$ cat src/rtl/sev_seg_pkg.sv
// Shared types and constants for the seven-segment scan controller.
//   slot_state_t  : per-slot phase (dark lead-in, then lit).
//   digit_entry_t : one display-buffer entry (hex nibble + dark flag).
//   ENTRY_RESET   : value every buffer entry takes on reset (nibble 0, dark).
package sev_seg_pkg;

    localparam int DIGIT_ADDR_W = 3;

    typedef enum logic {
        SLOT_BLANK = 1'b0,
        SLOT_ON    = 1'b1
    } slot_state_t;

    typedef struct packed {
        logic [3:0] nibble;
        logic       blank;
    } digit_entry_t;

    localparam digit_entry_t ENTRY_RESET = '{nibble: 4'h0, blank: 1'b1};

endpackage

$ cat src/rtl/sev_seg_scan_ctrl_if.sv
// Host-side write/commit bus of the scan controller.
//   wr_en/wr_addr/wr_data/wr_blank : one shadow-buffer write per cycle.
//   commit                         : request to publish the shadow buffer.
//   commit_pending                 : status, high until the publish happens.
// master = writer (host logic), slave = scan controller.
interface sev_seg_scan_ctrl_if;
    import sev_seg_pkg::*;

    logic                    wr_en;
    logic [DIGIT_ADDR_W-1:0] wr_addr;
    logic [3:0]              wr_data;
    logic                    wr_blank;
    logic                    commit;
    logic                    commit_pending;

    modport master (
        output wr_en, wr_addr, wr_data, wr_blank, commit,
        input  commit_pending
    );

    modport slave (
        input  wr_en, wr_addr, wr_data, wr_blank, commit,
        output commit_pending
    );

endinterface

$ cat src/rtl/sev_seg_digit_buffer.sv
// Double-buffered digit store: a shadow array that writers update and an
// active array the scanner displays. A single copy strobe moves the whole
// shadow array into the active array on one edge.
// Ports:
//   clk, reset        : clock, asynchronous active-high reset.
//   wr_en, wr_addr,
//   wr_data, wr_blank : shadow write port (addresses >= NUM_DIGITS ignored).
//   copy              : publish shadow -> active on this edge.
//   rd_idx, rd_entry  : read of the active entry as it will be after this
//                       edge (copy forwarded), so registered outputs computed
//                       from it line up with the freshly published buffer.
module sev_seg_digit_buffer
    import sev_seg_pkg::*;
#(
    parameter int NUM_DIGITS = 8
) (
    input  logic                    clk,
    input  logic                    reset,
    input  logic                    wr_en,
    input  logic [DIGIT_ADDR_W-1:0] wr_addr,
    input  logic [3:0]              wr_data,
    input  logic                    wr_blank,
    input  logic                    copy,
    input  logic [DIGIT_ADDR_W-1:0] rd_idx,
    output digit_entry_t            rd_entry
);

    digit_entry_t fwd_entry [NUM_DIGITS];

    // One register pair per digit. An address with no matching entry simply
    // hits nothing, which is how out-of-range writes are dropped.
    generate
        for (genvar gi = 0; gi < NUM_DIGITS; gi++) begin : g_entry
            digit_entry_t shadow_reg;
            digit_entry_t active_reg;
            logic         wr_hit;

            assign wr_hit = wr_en && (wr_addr == DIGIT_ADDR_W'(gi));

            always_ff @(posedge clk or posedge reset) begin
                if (reset) begin
                    shadow_reg <= ENTRY_RESET;
                    active_reg <= ENTRY_RESET;
                end else begin
                    if (wr_hit) begin
                        shadow_reg <= '{nibble: wr_data, blank: wr_blank};
                    end
                    // Copy samples the pre-edge shadow, so a write on the
                    // copy edge stays in shadow for a later commit.
                    if (copy) begin
                        active_reg <= shadow_reg;
                    end
                end
            end

            assign fwd_entry[gi] = copy ? shadow_reg : active_reg;
        end
    endgenerate

    always_comb begin
        rd_entry = ENTRY_RESET;
        for (int i = 0; i < NUM_DIGITS; i++) begin
            if (rd_idx == DIGIT_ADDR_W'(i)) begin
                rd_entry = fwd_entry[i];
            end
        end
    end

endmodule

$ cat src/rtl/sev_seg_scan_ctrl.sv
// Time-multiplexed scan controller for a NUM_DIGITS seven-segment display.
// Each digit owns a PRESCALE-cycle slot; the first BLANK_CYCLES of every
// slot keep all digits dark to avoid ghosting. Commits publish the shadow
// buffer atomically at the next frame boundary.
// Ports:
//   clk, reset  : clock, asynchronous active-high reset.
//   host        : write/commit bus (slave side), drives commit_pending.
//   digit_en_n  : active-low digit enables, registered.
//   nibble      : nibble for the downstream decoder, registered.
//   frame_done  : one-cycle pulse on each frame-boundary cycle.
// All output registers are loaded from the next counter values, so they
// describe the same slot position the counters hold in that cycle.
module sev_seg_scan_ctrl
    import sev_seg_pkg::*;
#(
    parameter int NUM_DIGITS   = 8,
    parameter int PRESCALE     = 50000,
    parameter int BLANK_CYCLES = 1000
) (
    input  logic                  clk,
    input  logic                  reset,
    sev_seg_scan_ctrl_if.slave    host,
    output logic [NUM_DIGITS-1:0] digit_en_n,
    output logic [3:0]            nibble,
    output logic                  frame_done
);

    localparam int CNT_W = (PRESCALE > 1) ? $clog2(PRESCALE) : 1;
    localparam logic [CNT_W-1:0]        CNT_LAST  = CNT_W'(PRESCALE - 1);
    localparam logic [CNT_W-1:0]        BLANK_LIM = CNT_W'(BLANK_CYCLES);
    localparam logic [DIGIT_ADDR_W-1:0] IDX_LAST  = DIGIT_ADDR_W'(NUM_DIGITS - 1);

    logic [CNT_W-1:0]        slot_cnt_reg, slot_cnt_next;
    logic [DIGIT_ADDR_W-1:0] idx_reg, idx_next;
    slot_state_t             state_reg, state_next;
    logic [NUM_DIGITS-1:0]   digit_en_n_reg, digit_en_n_next;
    logic [3:0]              nibble_reg, nibble_next;
    logic                    pending_reg;
    logic                    frame_done_reg;

    logic         slot_wrap;
    logic         frame_wrap;
    logic         copy;
    digit_entry_t entry;

    assign slot_wrap  = (slot_cnt_reg == CNT_LAST);
    assign frame_wrap = slot_wrap && (idx_reg == IDX_LAST);
    // The copy lands on the edge that enters the boundary cycle, so the
    // boundary cycle already shows the new buffer (still dark in BLANK).
    assign copy       = frame_wrap && pending_reg;

    sev_seg_digit_buffer #(
        .NUM_DIGITS(NUM_DIGITS)
    ) u_digit_buffer (
        .clk      (clk),
        .reset    (reset),
        .wr_en    (host.wr_en),
        .wr_addr  (host.wr_addr),
        .wr_data  (host.wr_data),
        .wr_blank (host.wr_blank),
        .copy     (copy),
        .rd_idx   (idx_next),
        .rd_entry (entry)
    );

    always_comb begin
        slot_cnt_next = slot_wrap ? '0 : slot_cnt_reg + 1'b1;
        idx_next      = idx_reg;
        if (slot_wrap) begin
            idx_next = (idx_reg == IDX_LAST) ? '0 : idx_reg + 1'b1;
        end

        state_next = state_reg;
        case (state_reg)
            SLOT_BLANK: if (slot_cnt_next >= BLANK_LIM) state_next = SLOT_ON;
            SLOT_ON:    if (slot_wrap)                  state_next = SLOT_BLANK;
            default:    state_next = SLOT_BLANK;
        endcase

        // Nibble is loaded during BLANK and frozen while the digit is lit.
        nibble_next = (state_next == SLOT_BLANK) ? entry.nibble : nibble_reg;
    end

    // At most one enable can be low: only bit idx_next can match.
    generate
        for (genvar gi = 0; gi < NUM_DIGITS; gi++) begin : g_en
            assign digit_en_n_next[gi] = ~((state_next == SLOT_ON) && !entry.blank &&
                                           (idx_next == DIGIT_ADDR_W'(gi)));
        end
    endgenerate

    always_ff @(posedge clk or posedge reset) begin
        if (reset) begin
            slot_cnt_reg   <= '0;
            idx_reg        <= '0;
            state_reg      <= SLOT_BLANK;
            digit_en_n_reg <= '1;
            nibble_reg     <= 4'h0;
            pending_reg    <= 1'b0;
            frame_done_reg <= 1'b0;
        end else begin
            slot_cnt_reg   <= slot_cnt_next;
            idx_reg        <= idx_next;
            state_reg      <= state_next;
            digit_en_n_reg <= digit_en_n_next;
            nibble_reg     <= nibble_next;
            frame_done_reg <= frame_wrap;
            // A commit arriving on the copy edge is not part of this copy;
            // it re-arms pending for the following boundary.
            if (host.commit) begin
                pending_reg <= 1'b1;
            end else if (copy) begin
                pending_reg <= 1'b0;
            end
        end
    end

    assign digit_en_n          = digit_en_n_reg;
    assign nibble              = nibble_reg;
    assign frame_done          = frame_done_reg;
    assign host.commit_pending = pending_reg;

endmodule

$ cat src/flat_wrapper.sv
// flat-port wrapper written by rule: the top's interface ports become plain ports
module sev_seg_scan_ctrl_flat import sev_seg_pkg::*;
#(
    parameter int NUM_DIGITS   = 8,
    parameter int PRESCALE     = 50000,
    parameter int BLANK_CYCLES = 1000
)
  (clk, reset, digit_en_n, nibble, frame_done, host_wr_en, host_wr_addr, host_wr_data, host_wr_blank, host_commit, host_commit_pending);
  sev_seg_scan_ctrl_if host_i ();
  input  logic clk;
  input  logic reset;
  output logic [NUM_DIGITS-1:0] digit_en_n;
  output logic [3:0] nibble;
  output logic frame_done;
  input wire logic [$bits(host_i.wr_en)-1:0] host_wr_en;
  input wire logic [$bits(host_i.wr_addr)-1:0] host_wr_addr;
  input wire logic [$bits(host_i.wr_data)-1:0] host_wr_data;
  input wire logic [$bits(host_i.wr_blank)-1:0] host_wr_blank;
  input wire logic [$bits(host_i.commit)-1:0] host_commit;
  output wire logic [$bits(host_i.commit_pending)-1:0] host_commit_pending;
  assign host_i.wr_en = host_wr_en;
  assign host_i.wr_addr = host_wr_addr;
  assign host_i.wr_data = host_wr_data;
  assign host_i.wr_blank = host_wr_blank;
  assign host_i.commit = host_commit;
  assign host_commit_pending = host_i.commit_pending;
  sev_seg_scan_ctrl #(.NUM_DIGITS(NUM_DIGITS), .PRESCALE(PRESCALE), .BLANK_CYCLES(BLANK_CYCLES)) u_core (.clk(clk), .reset(reset), .host(host_i), .digit_en_n(digit_en_n), .nibble(nibble), .frame_done(frame_done));
endmodule
$ cat config.mk
export PLATFORM = sky130hd
export DESIGN_NAME = sev_seg_scan_ctrl_flat
export DESIGN_NICKNAME = d
export VERILOG_FILES = /design/src/rtl/sev_seg_pkg.sv /design/src/rtl/sev_seg_scan_ctrl_if.sv /design/src/rtl/sev_seg_digit_buffer.sv /design/src/rtl/sev_seg_scan_ctrl.sv /design/src/flat_wrapper.sv
export SDC_FILE = /design/constraint.sdc
export NUM_CORES = 1
export LEC_CHECK = 0
export CORE_ASPECT_RATIO = 1.75
export CORE_MARGIN = 4
export CORE_UTILIZATION = 30
export DETAILED_ROUTE_END_ITERATION = 10
export PLACE_DENSITY = 0.43
export SETUP_SLACK_MARGIN = 0.15
export SLEW_MARGIN = 20
export SYNTH_ARGS = -nofsm -noshare
export SYNTH_HDL_FRONTEND = slang
export SYNTH_SLANG_ARGS = --single-unit
$ cat constraint.sdc
create_clock -name clk -period 3.4 [get_ports clk]
set_input_delay 0.68 -clock clk [delete_from_list [all_inputs] [get_ports clk]]
set_output_delay 0.68 -clock clk [all_outputs]
set_load 0.005 [all_outputs]
==> results.toml <==
[floorplanning]
initial_core_util = 0.3049
io_pins = 26
rows = 64
die_width_um = 108.7
core_area_um2 = 17460
dieArea_um2 = 20020
die_h_um = 184.2

[grt]
grt_max_degree = 83
grt_pass1_vias = 3988
grtUsageTotal = 0.1597
antenna_found_initial = 0
grt_pass1_wl_um = 23400
globalRouteOverflowTotal = 0

[sta]
slew_viol_final = 0
relSlewSlack = 0.5063
period_minus_slack_ns = 3.031
final.period_utilization = 0.8915
setup_slack_ns = 0.3688
hold_violations = 0
fin_setup_tns_ns = 0
setup_viol = 0
fin_skew_ns = 0.01045
tightest_slew_ns = 0.7219
rsz0062_at_grt = "no"
max_freq_mhz = 329.9

[clock_network]
clockBufferDepth = 2
cts_buffers = 17
clock_latency_ns = 0.42
clk_root_buffer_cell = "clkbuf_16"
path_clk_slew_ns = 0.05
cts-htree-levels = 4
cts_hold_buffers = 0
clock_sinks = 114
cts_tree = "done"

[final_layout]
drive_gt1_frac = 0.2654
antenna_cells = 0
final_area_um2 = 6554
final_util = 0.3754
nets = 537
syn_to_final_growth_pct = 23.13
fillCellCount = 1811

[critical_path]
r2r_cells = 9
required_ns = 3.69
path_max_fanout = 32
reg2reg_setup_slack_ns = 0.37
cp-startpoint = "u_core.idx_reg[0]$_DFF_PP0_"
setup.worst_path.start_class = "flip-flop"
critPathKind = "reg2reg"
reg2reg_from = "u_core.idx_reg[0]$_DFF_PP0_"
crit_end = "u_core.nibble[3]$_DFFE_PP0N_"
r2r_end = "u_core.nibble[3]$_DFFE_PP0N_"
endpoint_kind = "flip-flop"
arrival_ns = 3.33

[synth]
ys_seq_area_frac = 0.5416
synth-main-ff-cell = "dfrtp_1"
ys_async_sr_fraction = 1.000
synth_area_um2 = 5323
yosysMostFrequentCell = "nand2_1"
yosysWarningCount = 0
synth_top_area_cell = "dfrtp_1"
yosys_register_bits = 114
synth_cell_types = 61
synth-edff-count = 0
synth.net_count = 493
synth_commonest_cells = "99 x nand2_1, 90 x dfrtp_1, 54 x mux2_2, 24 x dfstp_2, 22 x nor2_1"
yosys.area.top_type_share = 0.4231
avgSynthCellArea_um2 = 11.14
synthCells = 478
ys_top_cells_by_area = "dfrtp_1 42%, dfstp_2 12%, mux2_2 11%"

[power_and_ir_drop]
ir_drop_uv = 298.4
seqPwrFrac = 0.426
p_total_uw = 3618
p_leak_uw = 0.002979
p_sw_uw = 755.8
powerDensity_nw_per_um2 = 552.1
power_frac_comb = 0.047
power.internal_uw = 2863
power_frac_clock = 0.526
swShare = 0.2089

[route]
drt-initial-drc-count = 163
routed_wl_um = 14720
drcViolationCount = 0
first_pass_iters = 4
viasPerCell = 4.926
ant_nets = 0
via_count = 3773
avgRoutedWirePerCell_um = 19.21

[hold_path]
holdPathStages = 2
min_path_type = "reg2reg"

[place]
portBuffers = 25
pre_cts_ws_ns = 0.3153
place_congestion = 0.8878
hpwl_um = 10810
placed_cell_area_um2 = 5877

[outcome]
status = "finished, final reports clean"

[job]
drv_cap = 0
[per-layer routing]
| metal | share of wire | GRT usage | up-vias |
|---|---|---|---|
| met5 | 0 | 0 | - |
| met4 | 0.030 | 0.07937 | 0 |
| met3 | 0.022 | 0.03540 | 29 |
| met2 | 0.56 | 0.2888 | 57 |
| met1 | 0.39 | 0.1721 | 1898 |
| li1 | - | - | 1789 |
[critical path: stages, from the launching register on]
cell and delay, ns:
dfrtp_2 0.49, ha_1 0.23, ha_1 0.30, and2_2 0.29, nand2_8 0.22, mux2_4 0.34, a22o_1 0.23, a2111oi_1 0.38
o21ai_1 0.12, mux2_1 0.29
[how the worst min path moves through the flow]
stage / start / to / slack, ns
floorplan: u_core.u_digit_buffer.g_entry[2].active_reg[4]$_DFF_PP0_ / u_core.u_digit_buffer.g_entry[2].active_reg[4]$_DFF_PP0_ / 0.43
global placement: u_core.u_digit_buffer.g_entry[7].shadow_reg[1]$_DFFE_PP0P_ / u_core.u_digit_buffer.g_entry[7].active_reg[1]$_DFF_PP0_ / 0.45
detailed placement: u_core.u_digit_buffer.g_entry[2].active_reg[4]$_DFF_PP0_ / u_core.u_digit_buffer.g_entry[2].active_reg[4]$_DFF_PP0_ / 0.45
CTS: u_core.u_digit_buffer.g_entry[2].active_reg[4]$_DFF_PP0_ / u_core.u_digit_buffer.g_entry[2].active_reg[4]$_DFF_PP0_ / 0.47
global route: u_core.u_digit_buffer.g_entry[3].active_reg[1]$_DFF_PP0_ / u_core.u_digit_buffer.g_entry[3].active_reg[1]$_DFF_PP0_ / 0.50
finish: u_core.u_digit_buffer.g_entry[2].active_reg[4]$_DFF_PP0_ / u_core.u_digit_buffer.g_entry[2].active_reg[4]$_DFF_PP0_ / 0.46
[cell usage in the layout, fill, tap and decap left out, types with 3 or more instances in the layout]
master	count
a21oi_1	6
a221o_1	3
a31oi_1	8
and2_1	7
and3_1	8
and4_1	3
buf_4	17
bufinv_16	4
clkbuf_1	3
clkbuf_16	17
clkbuf_8	3
clkdlybuf4s50_1	25
clkinvlp_4	3
dfrtp_1	89
dfstp_2	24
ha_1	3
inv_1	8
mux2_2	54
mux2_4	3
mux2i_1	7
nand2_1	99
nand3_1	15
nand4_1	8
nand4b_1	3
nor2_1	21
nor2b_1	4
nor3_1	12
nor3b_1	3
o21ai_0	6
o21ai_1	3
or4_1	3
xnor2_1	9
xor2_1	7
[power groups by stage]
| stage | sequential [uW] | combinational, uW | clock (uW) |
|---|---|---|---|
| final | 1540 | 172 | 1900 |
| after global routing | 1560 | 196 | 2010 |
| after detailed placement | 1570 | 177 | 0 |
| after floorplan | 1540 | 125 | 0 |
| after CTS | 1540 | 178 | 1950 |
| after global placement | 1560 | 172 | 0 |
[through the flow]
stage,hold slack [ns],instances
global placement,0.4521,730
global route,0.4968,766
CTS,0.4672,762
floorplan,0.4324,478
finish,0.4603,766
detailed placement,0.4548,730
[repair_timing]
item | CTS | global route
setup buffers | 0 | 4
setup endpoints to repair | 0 | 7
gates resized for setup | 0 | 4
[cell families after synthesis]
kind of cell | Yosys count | share of synthesized area
AO/OA/AOI/OAI | 48 | 0.06465
multiplexers | 68 | 0.1467
XOR/XNOR | 16 | 0.02633
flip-flops | 114 | 0.5416
adder cells (fa/ha/maj) | 3 | 0.007053
buffers and inverters | 28 | 0.02750
AND/OR/NAND/NOR | 201 | 0.1862
[layout make-up]
class	instances	area [um2]	share of cell area
Clock buffer	23	478.0	0.07293
Tap cell	231	289.0	0.04410
Timing Repair Buffer	43	397.9	0.06071
Sequential cell	114	2884	0.4401
Multi-Input combinational cell	336	2310	0.3524
Inverter	10	41.29	0.006300
Clock inverter	9	153.9	0.02348
(Power assumes the default switching activity.)
